[src/rtl/i2c_byte_master_pkg.sv]
// Shared I2C byte-master definitions: command codes, FSM states, bit timing.
// Latency: n/a (declarations only).
// Backpressure: n/a.
package i2c_defs;

    // Tick pulses per SCL bit period; the phase counter width derives from it.
    localparam int TICKS_PER_BIT = 4;

    // Index of the acknowledge bit within a byte transfer (bits 0..7 data, 8 ack).
    localparam logic [3:0] ACK_BIT = 4'd8;

    typedef enum logic [1:0] {
        CMD_START = 2'b00,
        CMD_STOP  = 2'b01,
        CMD_WRITE = 2'b10,
        CMD_READ  = 2'b11
    } cmd_e;

    typedef enum logic [2:0] {
        ST_IDLE  = 3'd0,
        ST_START = 3'd1,
        ST_WRITE = 3'd2,
        ST_READ  = 3'd3,
        ST_STOP  = 3'd4,
        ST_DONE  = 3'd5
    } state_e;

endpackage

[src/rtl/sync_2ff.sv]
// Two-flop synchroniser for one asynchronous level, reset to 1 (idle bus level).
// Latency: 2 clk_in cycles.
// Backpressure: none.
module sync_2ff (
    input  logic clk_in,
    input  logic rst_n,
    input  logic d,
    output logic q
);

    logic meta;

    // Shift the async level through two flops before anyone looks at it.
    always_ff @(posedge clk_in or negedge rst_n) begin
        if (!rst_n) begin
            meta <= 1'b1;
            q    <= 1'b1;
        end else begin
            meta <= d;
            q    <= meta;
        end
    end

endmodule

[src/rtl/i2c_byte_master.sv]
// I2C byte-level master: executes START, STOP, WRITE-byte and READ-byte commands.
// Latency: 4 ticks (START/STOP) or 36 ticks (WRITE/READ) from acceptance to the done pulse.
// Backpressure: cmd_ready high only in IDLE; cmd_valid is ignored while busy, nothing is queued.
module i2c_byte_master
    import i2c_defs::*;
#(
    parameter int TICKS_PER_BIT = i2c_defs::TICKS_PER_BIT
) (
    input  logic       clk_in,
    input  logic       rst_n,
    input  logic       tick,
    input  logic       cmd_valid,
    input  logic [1:0] cmd,
    input  logic [7:0] wr_data,
    input  logic       mst_nack,
    output logic       cmd_ready,
    output logic       done,
    output logic [7:0] rd_data,
    output logic       slv_nack,
    output logic       scl_oe,
    output logic       sda_oe,
    input  logic       sda_i
);

    localparam int PW = $clog2(TICKS_PER_BIT);
    localparam logic [PW-1:0] PH0 = PW'(0);
    localparam logic [PW-1:0] PH1 = PW'(1);
    localparam logic [PW-1:0] PH2 = PW'(2);
    localparam logic [PW-1:0] PH3 = PW'(TICKS_PER_BIT - 1);

    state_e        state, state_nxt;
    logic [PW-1:0] phase, phase_nxt;
    logic [3:0]    bit_cnt, bit_nxt;
    logic [7:0]    shreg, shreg_nxt;
    logic          nack_q, nack_nxt;
    logic          ack_smp, ack_nxt;
    logic          scl_nxt, sda_nxt;
    logic [7:0]    rd_nxt;
    logic          slv_nxt;
    logic          sda_s;

    sync_2ff u_sda_sync (
        .clk_in (clk_in),
        .rst_n  (rst_n),
        .d      (sda_i),
        .q      (sda_s)
    );

    assign cmd_ready = (state == ST_IDLE);
    assign done      = (state == ST_DONE);

    // State, phase and all pad-enable/result registers; pads only change on tick edges.
    always_ff @(posedge clk_in or negedge rst_n) begin
        if (!rst_n) begin
            state    <= ST_IDLE;
            phase    <= PH0;
            bit_cnt  <= 4'd0;
            shreg    <= 8'h00;
            nack_q   <= 1'b0;
            ack_smp  <= 1'b0;
            scl_oe   <= 1'b0;
            sda_oe   <= 1'b0;
            rd_data  <= 8'h00;
            slv_nack <= 1'b0;
        end else begin
            state    <= state_nxt;
            phase    <= phase_nxt;
            bit_cnt  <= bit_nxt;
            shreg    <= shreg_nxt;
            nack_q   <= nack_nxt;
            ack_smp  <= ack_nxt;
            scl_oe   <= scl_nxt;
            sda_oe   <= sda_nxt;
            rd_data  <= rd_nxt;
            slv_nack <= slv_nxt;
        end
    end

    // Next-state and per-phase pad control for every command.
    always_comb begin
        state_nxt = state;
        phase_nxt = phase;
        bit_nxt   = bit_cnt;
        shreg_nxt = shreg;
        nack_nxt  = nack_q;
        ack_nxt   = ack_smp;
        scl_nxt   = scl_oe;
        sda_nxt   = sda_oe;
        rd_nxt    = rd_data;
        slv_nxt   = slv_nack;

        case (state)
            ST_IDLE: begin
                if (cmd_valid) begin
                    phase_nxt = PH0;
                    bit_nxt   = 4'd0;
                    shreg_nxt = wr_data;
                    nack_nxt  = mst_nack;
                    case (cmd_e'(cmd))
                        CMD_START: state_nxt = ST_START;
                        CMD_STOP:  state_nxt = ST_STOP;
                        CMD_WRITE: state_nxt = ST_WRITE;
                        default:   state_nxt = ST_READ;
                    endcase
                end
            end

            ST_START: begin
                if (tick) begin
                    phase_nxt = phase + PH1;
                    case (phase)
                        PH0:     sda_nxt = 1'b0;
                        PH1:     scl_nxt = 1'b0;
                        PH2:     sda_nxt = 1'b1;
                        default: begin
                            scl_nxt   = 1'b1;
                            state_nxt = ST_DONE;
                        end
                    endcase
                end
            end

            ST_STOP: begin
                if (tick) begin
                    phase_nxt = phase + PH1;
                    case (phase)
                        PH0:     sda_nxt = 1'b1;
                        PH1:     scl_nxt = 1'b0;
                        PH2:     sda_nxt = sda_oe;
                        default: begin
                            sda_nxt   = 1'b0;
                            state_nxt = ST_DONE;
                        end
                    endcase
                end
            end

            ST_WRITE, ST_READ: begin
                if (tick) begin
                    phase_nxt = phase + PH1;
                    case (phase)
                        PH0: begin
                            scl_nxt = 1'b1;
                            if (bit_cnt == ACK_BIT)
                                sda_nxt = (state == ST_READ) ? ~nack_q : 1'b0;
                            else
                                sda_nxt = (state == ST_WRITE) ? ~shreg[7] : 1'b0;
                        end
                        PH1: scl_nxt = 1'b0;
                        PH2: begin
                            // Data bits shift in (and expose the next write bit at [7]); ack bit kept apart.
                            if (bit_cnt == ACK_BIT)
                                ack_nxt = sda_s;
                            else
                                shreg_nxt = {shreg[6:0], sda_s};
                        end
                        default: begin
                            scl_nxt = 1'b1;
                            if (bit_cnt == ACK_BIT) begin
                                state_nxt = ST_DONE;
                                if (state == ST_READ)
                                    rd_nxt = shreg;
                                else
                                    slv_nxt = ack_smp;
                            end else begin
                                bit_nxt = bit_cnt + 4'd1;
                            end
                        end
                    endcase
                end
            end

            ST_DONE: state_nxt = ST_IDLE;

            default: state_nxt = ST_IDLE;
        endcase
    end

    // Phases p0..p2 are compared explicitly; PH3 names the terminal phase for readers.
    logic unused_ph3;
    assign unused_ph3 = ^PH3;

endmodule

[config.mk]
export PLATFORM = sky130hd
export DESIGN_NAME = i2c_byte_master
export DESIGN_NICKNAME = d
export VERILOG_FILES = /design/src/rtl/i2c_byte_master_pkg.sv /design/src/rtl/sync_2ff.sv /design/src/rtl/i2c_byte_master.sv
export SDC_FILE = /design/constraint.sdc
export NUM_CORES = 1
export LEC_CHECK = 0
export BUFFER_PORTS_ARGS = -buffer_cell sky130_fd_sc_hd__buf_2
export CAP_MARGIN = 30
export CORE_MARGIN = 4
export CORE_UTILIZATION = 46
export DETAILED_ROUTE_END_ITERATION = 8
export PLACE_DENSITY = 0.67
export SYNTH_ARGS = -nofsm -noshare
export SYNTH_HDL_FRONTEND = slang
export SYNTH_SLANG_ARGS = --single-unit
[constraint.sdc]
create_clock -name clk_in -period 4.9 [get_ports clk_in]
set_input_delay 0.49 -clock clk_in [delete_from_list [all_inputs] [get_ports clk_in]]
set_output_delay 0.49 -clock clk_in [all_outputs]
set_load 0.05 [all_outputs]
==> flow_summary_export.csv, run 1 <==
group,metric,value,unit
routing,drt_iter0_drc,76,
setup_path,cp-end-kind,"output port",
synthesis,synthTopCellsByArea,"dfrtp_1, mux2_2, mux2_4",
finish,fill_cells,345,
synthesis,postSynthCellCount,173,
setup_path,cp_cell_sequence,"or3_1, inv_1, buf_2",
cts,cts_resized,0,
setup_path,path_class,"reg2out",
timing,slew_viol_final,0,
status,status,"finished, final reports clean",
job,drv_cap,0,
cts,clockBufferDepth,2,
pwr,p_leak,0.00103,uW
die,fp-row-count,22,
synthesis,async_reset_ff_frac,1.00,
cts,cts_tree,"done",
setup_path,start_kind,"flip-flop",
finish,antenna_cells,0,
finish,multiInputGateArea,907,sq um
cts,cts_hold_buf,0,
pwr,switching_share,0.418,
synthesis,synth_top_cell_by_area,"dfrtp_1",
global_route,grt_pass1_vias,1338,
routing,drt_wl_total,3640,um
setup_path,path_max_fanout,19,
timing,setup_viol,0,
synthesis,ys_seq_area_frac,0.447,
cts,clkSinkCount,32,
pwr,power.internal,636,uW
global_route,grt_max_degree,33,
pwr,pwr-share-seq,0.405,
setup_path,required,4410,ps
finish,layout-drive-gt1-share,0.303,
pwr,clockPowerShare,0.179,
global_route,grt_overflow_total,0,
placement,hpwlAfterDp,2670,um
pwr,ir_drop,0.282,mV
global_route,grt_pass1_wl,6110,um
pwr,switching_power,457,uW
synthesis,synth_top_area_share,0.418,
finish,seq_area,803,sq um
setup_path,slowest_stage,"dfrtp_1",
finish,area_delta_synth_final,12.7,%
placement,detailedPlace.worstSlack,2890,ps
pwr,power_frac_comb,0.416,
synthesis,ys_types,40,
routing,first_pass_iters,4,
die,core_area,0.00372,sq mm
routing,final_antenna_net_count,0,
setup_path,critPathArrivalTime,1710,ps
synthesis,synth_flop_cell,"dfrtp_1",
cts,cts_setup_buffers,0,
die,die_area,0.00497,sq mm
timing,period_needed,2200,ps
timing,fin_crit_sh,0.449,
timing,rsz0062_at_grt,"false",
finish,num-nets-final,225,
timing,max_freq,455,MHz
timing,hold_viol,0,
cts,htree_levels,2,
die,initial_core_util,0.484,
die,ios,29,
routing,drcViolationCount,0,
cts,root_buffer,"clkbuf_8",
synthesis,ys_ff_latch,32,
synthesis,synth-edff-count,0,
routing,viasPerCell,5.27,
global_route,grt_antenna_before_repair,0,
cts,cts.reportedPaths.clkPinSlew,70,ps
finish,final_cell_mix,"dfrtp_1, nand2_1, buf_2",
routing,vias,1312,
min_path,hold_class,"in2async",
synthesis,syn_avg_cell_area,10.4,sq um
timing,tns,0,ps
cts,clk_latency,290,ps
timing,worst_slack,2700,ps
cts,cts_buffers,5,
die,die_y,70.5,um
timing,skew,5.83,ps
synthesis,syn_nets,198,
pwr,power_density,539,mW/mm^2
placement,io_buffers,28,
timing,worstMarginPinSlew,717,ps
finish,final_common_cell,"dfrtp_1",
routing,wire_per_inst,14.6,um
timing,maxSlewHeadroom,0.522,
setup_path,critPathMaxStageDelay,600,ps
synthesis,syn_area,0.00180,sq mm
global_route,groute.usage.overall,0.158,
synthesis,yosysWarningCount,0,
die,die_x,70.5,um
placement,gp_congestion,0.800,
==> power groups by stage <==
stage | Sequential [uW] | Combinational [uW] | Clock [uW]
after global routing | 456 | 503 | 215
after detailed placement | 447 | 454 | 0
after global placement | 441 | 432 | 0
after floorplan | 424 | 379 | 0
final | 443 | 454 | 195
after CTS | 442 | 457 | 201
==> through the flow <==
stage / instance area [sq um] / hold WS (ps) / instances / utilization / power [uW]
after detailed placement: 1940 / 348 / 241 / 0.523 / 901
after global placement: 1940 / 347 / 241 / 0.523 / 873
final: 2030 / 248 / 249 / 0.545 / 1090
after floorplan: 1800 / 194 / 173 / - / 803
after CTS: 2030 / 279 / 249 / 0.545 / 1100
after global routing: 2030 / 287 / 249 / 0.545 / 1170
==> sequential cells by signal (all words and copies together) (netlist names), 2 cells and up <==
register / count
phase: 2
state: 3
shreg: 8
rd_data: 8
bit_cnt: 4
==> critical path, delay by kind of cell (launching register included) <==
family / cells / cell delay [ps]
buffers and inverters: 2 / 350
and+or+nand+nor: 1 / 470
DFF: 1 / 600
==> final timing paths <==
kind | from | cells past startpoint | endpoint | slack, ps
max in group asynchronous | rst_n | 1 | shreg[1]$_DFFE_PN0P_ | 4190
worst min register to register | u_sda_sync.meta$_DFF_PN1_ | 0 | u_sda_sync.q$_DFF_PN1_ | 360
worst max register to register | state[2]$_DFFE_PN0P_ | 4 | bit_cnt[0]$_DFFE_PN0P_ | 2890
worst max-delay path | state[2]$_DFFE_PN0P_ | 3 | cmd_ready | 2700
worst min-delay path | rst_n | 1 | sda_oe$_DFFE_PN0P_ | 250
min in group clk_in | sda_i | 1 | u_sda_sync.meta$_DFF_PN1_ | 300
==> cells in the mapped netlist (all sizes together) (2+ instances only) <==
| master | count |
|---|---|
| dfrtp | 30 |
| a211oi | 2 |
| nand4 | 3 |
| inv | 9 |
| ha | 9 |
| o22ai | 3 |
| buf | 4 |
| clkbuf | 4 |
| nand2 | 29 |
| o21ai | 4 |
| nor2 | 12 |
| mux2 | 21 |
| a21oi | 11 |
| nor2b | 4 |
| nand2b | 2 |
| mux2i | 2 |
| nor3b | 2 |
| xnor2 | 2 |
| dfstp | 2 |
| nor3 | 2 |
| nand3 | 3 |
==> cell type report <==
cell class,count,area share
well taps,48,0.0296
repair buffers,28,0.0692
clock buffers,7,0.0377
clock inverters,1,0.00247
flip-flops and latches,32,0.397
inverters,9,0.0167
multi-input cells,124,0.448
==> metal layers <==
layer  vias up  share of wire  global-route usage
met5         -              0                   0
met4         0          0.018              0.0447
met2        21           0.49               0.263
met1       635           0.45               0.188
met3         8          0.035              0.0633
li1        648              -                   -
==> logic make-up (layout without fill, tap and decap cells) <==
family | Yosys count | count (layout) | share of synthesized area
simple gates | 65 | 65 | 0.182
flops | 32 | 32 | 0.447
compound gates | 25 | 25 | 0.0905
mux | 23 | 23 | 0.159
buf+inv | 17 | 45 | 0.0487
fa+ha+maj | 9 | 9 | 0.0626
xor+xnor | 2 | 2 | 0.00974
(Power assumes the default switching activity.)
==> run 2: changes to the inputs <==
ABC_AREA = 1   (was not set)
clock period = 2.2 ns   (was 4.9 ns; I/O delays follow)
==> run 2 against run 1 <==
Compared with the run above:
- the run now ends with hold timing left
- synthesized area down 1.3%
- critical path depth rose by 1
- clock skew up 2.9 ps
- synthesized cell count is 27% higher
- die area is 1.1% lower
- register-to-register slack lost 2400 ps
- via count is 9.6% higher
- non-clock buffer count did not move
==> flow_summary_export.csv, run 2 <==
group,metric,value,unit
timing,period_needed,1710,ps
finish,fin_cells,300,
synthesis,postSynthCellCount,219,
routing,drt_iter0_drc,77,
finish,area_delta_synth_final,16.1,%
routing,drt_wl_total,3350,um
finish,reg_top3,"rd_data: 8 flops, shreg: 8 flops, bit_cnt: 4 flops",
synthesis,ys_seq_area_frac,0.452,
synthesis,synthTopCellsByArea,"dfrtp_1, nand2_1, ha_1",
synthesis,synth_flop_cell,"dfrtp_1",
die,die_area,0.00492,sq mm
global_route,grt_max_degree,33,
synthesis,syn_avg_cell_area,8.11,sq um
routing,final_antenna_net_count,0,
synthesis,synth_most_common_cell,"nand2_1",
cts,clkSinkCount,32,
die,fp-row-count,22,
min_path,hold_class,"in2async",
setup_path,path_max_fanout,6,
synthesis,syn_area,0.00178,sq mm
finish,final_cell_mix,"nand2_1, dfrtp_1, buf_2",
timing,hold_viol,30,
routing,wire_per_inst,11.2,um
status,violations,"hold timing",
setup_path,required,1980,ps
global_route,grt_antenna_before_repair,0,
status,status,"finished with violations",
routing,first_pass_iters,4,
cts,htree_levels,2,
routing,viasPerCell,4.79,
synthesis,synth_top_cell_by_area,"dfrtp_1",
timing,hold_ws,-23.5,ps
setup_path,critPathArrivalTime,1490,ps
setup_path,r2r_cells,7,
timing,rsz0062_at_grt,"false",
finish,layout-drive-gt1-share,0.226,
placement,io_buffers,28,
timing,setup_viol,0,
cts,cts.reportedPaths.clkPinSlew,70,ps
timing,slew_viol_final,0,
synthesis,ys_ff_latch,32,
cts,clockBufferDepth,2,
finish,num-nets-final,276,
setup_path,cp-end-kind,"output port",
synthesis,synth-edff-count,0,
routing,vias,1438,
synthesis,ys_types,24,
global_route,grt_pass1_wl,5790,um
synthesis,syn_nets,244,
global_route,grt_overflow_total,0,
cts,cts_tree,"done",
placement,hpwlAfterDp,2570,um
pwr,p_leak,0.00109,uW
cts,cts_setup_buffers,0,
global_route,groute.usage.overall,0.143,
pwr,power_density,1220,mW/mm^2
timing,tns,0,ps
placement,dp_cells,292,
die,die_x,70.1,um
synthesis,async_reset_ff_frac,1.00,
pwr,ir_drop,0.686,mV
cts,cts_buffers,5,
routing,drcViolationCount,0,
setup_path,start_kind,"flip-flop",
die,ios,29,
synthesis,synth_top_area_share,0.423,
die,initial_core_util,0.481,
cts,cts_resized,0,
setup_path,path_class,"reg2out",
die,die_y,70.1,um
finish,antenna_cells,0,
cts,clk_latency,280,ps
timing,fin_crit_sh,0.778,
global_route,grt_pass1_vias,1340,
timing,skew,8.77,ps
placement,gp_congestion,0.876,
die,core_area,0.00369,sq mm
timing,worstMarginPinSlew,684,ps
finish,final_common_cell,"nand2_1",
synthesis,synth_common_cells,"nand2_1, dfrtp_1, inv_1, o21ai_0, o21ai_1",
synthesis,yosysWarningCount,0,
job,drv_cap,0,
timing,maxSlewHeadroom,0.544,
cts,root_buffer,"clkbuf_8",
cts,cts_hold_buf,0,
timing,max_freq,584,MHz
-- run 2: cell types whose count changed after synthesis, sizes merged, moves of 3 or more --
| cell | delta |
|---|---|
| a21oi | -8 |
| inv | +19 |
| nor2b | -4 |
| clkbuf | -4 |
| nand3 | +12 |
| o22ai | -3 |
| o21ai | +36 |
| nor2 | +3 |
| nand2 | +41 |
| mux2 | -21 |
-- run 2: path summary, 6_finish.rpt --
path                                           start                   endpoint  slack (ps)
setup / recovery                state[0]$_DFFE_PN0P_                  cmd_ready         490
hold / removal                                 rst_n       shreg[4]$_DFFE_PN0P_         -20
setup reg to reg              bit_cnt[0]$_DFFE_PN0P_     rd_data[4]$_DFFE_PN0P_         530
hold reg to reg            u_sda_sync.meta$_DFF_PN1_     u_sda_sync.q$_DFF_PN1_         360
max in group asynchronous                      rst_n       slv_nack$_DFFE_PN0P_        1780
min in group clk_in                            sda_i  u_sda_sync.meta$_DFF_PN1_          30
-- run 2: through the flow --
stage	area (sq um)	utilization	setup WS [ps]	power [uW]
CTS	2060	0.559	495	2550
floorplan	1780	-	719	1790
detailed placement	1950	0.529	540	1990
global route	2060	0.559	392	2740
finish	2060	0.559	487	2530
global placement	1950	0.529	629	1970
-- run 2: report_power, final --
| part | internal (uW) | switching (uW) | total (uW) |
|---|---|---|---|
| Sequential | 738 | 101 | 839 |
| Clock | 335 | 216 | 551 |
| Combinational | 345 | 790 | 1140 |
| Total | 1420 | 1110 | 2530 |
-- run 2: worst max-delay path, stage by stage, from the launching register on --
cell     delay, ps
dfrtp_1        460
nor2_1         230
nand2_1        120
inv_1          120
buf_2          280
-- run 2: layout make-up --
cell class / instances / area [sq um]
Sequential cell: 32 / 803
Inverter: 28 / 108
Tap cell: 48 / 60.1
Timing Repair Buffer: 28 / 140
Clock inverter: 3 / 42.5
Clock buffer: 5 / 68.8
Fill cell: 368 / 1630
Multi-Input combinational cell: 156 / 840
-- run 2: metal layers --
metal  global-route usage  vias up  share of wire
li1                     -      763              -
met1                0.187      643           0.49
met2                0.230       28           0.46
met3               0.0446        4          0.047
met4               0.0383        0         0.0092
met5                    0        -              0
-- run 2: cell families after synthesis --
| kind of cell | share of synthesized area |
|---|---|
| AOI/OAI and AO/OA | 0.132 |
| adders and majority gates | 0.0634 |
| DFF | 0.452 |
| xor gates and xnor gates | 0.00987 |
| and+or+nand+nor | 0.268 |
| buffers and inverters | 0.0747 |
==> run 3: changes to the inputs <==
ABC_AREA = 0   (was 1)
clock period = 1.8 ns   (was 2.2 ns; I/O delays follow)
==> run 3 against run 2 <==
Compared with the run above:
- the run now ends clean
- clock-buffer cell count unchanged
- power up 38%
- core utilization up 4.6 points
- clock skew down 4.3 ps
- worst hold slack better by 150 ps
- combinational power up 44%
- largest power group unchanged
==> flow_summary_export.csv, run 3 (same netlist as run 1, synthesis figures left out) <==
group,metric,value,unit
timing,rsz0062_at_grt,"true",
global_route,grt_pass1_vias,1516,
setup_path,required,1620,ps
pwr,power_density,1550,mW/mm^2
routing,wire_per_inst,14.6,um
die,core_area,0.00372,sq mm
timing,fin_crit_sh,0.961,
placement,gp_congestion,0.818,
finish,final_cell_mix,"nand2_1, dfrtp_1, buf_2",
status,status,"finished, final reports clean",
cts,clk_latency,290,ps
routing,final_antenna_net_count,0,
routing,drt_wl_total,3930,um
setup_path,critPathArrivalTime,1550,ps
setup_path,critPathMaxStageDelay,480,ps
pwr,p_leak,0.00114,uW
timing,max_freq,578,MHz
global_route,grt_pass1_wl,6810,um
cts,cts_tree,"done",
finish,reg_top3,"rd_data: 8 flops, shreg: 8 flops, bit_cnt: 4 flops",
routing,drt_iter0_drc,84,
timing,skew,4.46,ps
pwr,ir_drop,0.725,mV
placement,hpwlAfterDp,2920,um
die,ios,29,
setup_path,path_class,"reg2out",
timing,setup_viol,0,
cts,root_buffer,"clkbuf_8",
setup_path,cp-end-kind,"output port",
finish,layout-drive-gt1-share,0.410,
placement,io_buffers,28,
setup_path,start_kind,"flip-flop",
finish,final_common_cell,"nand2_1",
setup_path,critPathBufInv,2,
setup_path,cp_cell_sequence,"or3_4, clkinvlp_4, buf_2",
setup_path,cpLargestDelayFamily,"flip-flops",
finish,area_delta_synth_final,25.1,%
timing,tns,0,ps
routing,vias,1440,
placement,dp_cells,259,
die,die_y,70.5,um
cts,cts_buffers,5,
job,drv_cap,0,
finish,antenna_cells,0,
timing,worstMarginPinSlew,719,ps
cts,cts.reportedPaths.clkPinSlew,70,ps
global_route,groute.usage.overall,0.173,
die,initial_core_util,0.484,
global_route,grt_overflow_total,0,
timing,period_needed,1730,ps
routing,first_pass_iters,4,
cts,clkSinkCount,32,
global_route,grt_antenna_before_repair,0,
finish,num-nets-final,246,
finish,fill_cells,323,
finish,fin_cells,270,
timing,slew_viol_final,0,
die,die_area,0.00497,sq mm
routing,drcViolationCount,0,
timing,maxSlewHeadroom,0.520,
setup_path,path_max_fanout,8,
setup_path,slowest_stage,"dfrtp_2",
cts,htree_levels,2,
routing,viasPerCell,5.33,
die,fp-row-count,22,
min_path,hold_class,"in2reg",
global_route,grt_max_degree,33,
cts,clockBufferDepth,2,
timing,hold_viol,0,
die,die_x,70.5,um
==> run 3: cell types whose count changed in the layout (fill, tap and decap cells not counted), moves of 5 or more <==
cell     previous run  this run
nand2_1            63        29
buf_4               0        19
inv_1              25         8
o21ai_0            21         4
o21ai_1            17         0
mux2_2              0        12
nand3_1            13         3
a21oi_1             2        10
mux2_4              0         8
nand2_2             5         0
==> run 3: stage by stage <==
step	hold slack (ps)	power [uW]	utilization	setup WS, ps	instance area [sq um]
3_3_place_gp	267	2640	0.562	26.0	2090
6_report	122	3480	0.605	70.9	2250
2_1_floorplan	-116	2200	-	41.4	1810
4_1_cts	118	3450	0.598	1.52	2220
5_1_grt	128	3720	0.605	-30.5	2250
3_5_place_dp	286	2740	0.562	-16.6	2090
==> run 3: area by class of cell <==
cell class	instances	area, sq um	share of cell area
multi-input cells	124	931	0.414
flip-flops and latches	32	806	0.358
repair buffers	49	303	0.135
clock buffers	5	68.8	0.0306
well taps	48	60.1	0.0267
clock inverters	3	42.5	0.0189
inverters	9	37.5	0.0167
==> run 3: repair_timing <==
action,in CTS,in global routing
pin swaps,0,2
setup endpoints to repair,9,10
resized for setup,3,6
hold buffers,2,0
hold endpoints to repair,31,0
setup buffers,0,1
==> run 3: layer usage <==
layer	vias up	share of wire	global-route usage
met2	25	0.53	0.289
li1	688	-	-
met3	11	0.039	0.0561
met4	0	0.018	0.0723
met1	716	0.42	0.205
met5	-	0	0
==> run 3: path summary, 6_finish.rpt <==
path,from,to,slack [ps],depth (start not counted)
min in group asynchronous,rst_n,state[0]$_DFFE_PN0P_,470,2
worst max-delay path,state[1]$_DFFE_PN0P_,cmd_ready,70,3
worst max register to register,bit_cnt[0]$_DFFE_PN0P_,shreg[2]$_DFFE_PN0P_,80,6
worst min-delay path,mst_nack,nack_q$_DFFE_PN0P_,120,2
max in group asynchronous,rst_n,state[2]$_DFFE_PN0P_,820,2
worst min register to register,u_sda_sync.meta$_DFF_PN1_,u_sda_sync.q$_DFF_PN1_,360,0
==> run 3: worst register-to-register path, delay by kind of cell (launching register included) <==
family                     cells  cell delay [ps]
muxes                          1              380
DFF                            1              340
and+or+nand+nor                2              310
adders and majority gates      1              220
buffers and inverters          1               50
AOI/OAI and AO/OA              1              320
==> run 3: where the power goes <==
group	internal [uW]	switching [uW]	leakage, uW
Sequential	934	208	0.000404
Clock	409	284	0.0000541
Combinational	762	882	0.000684
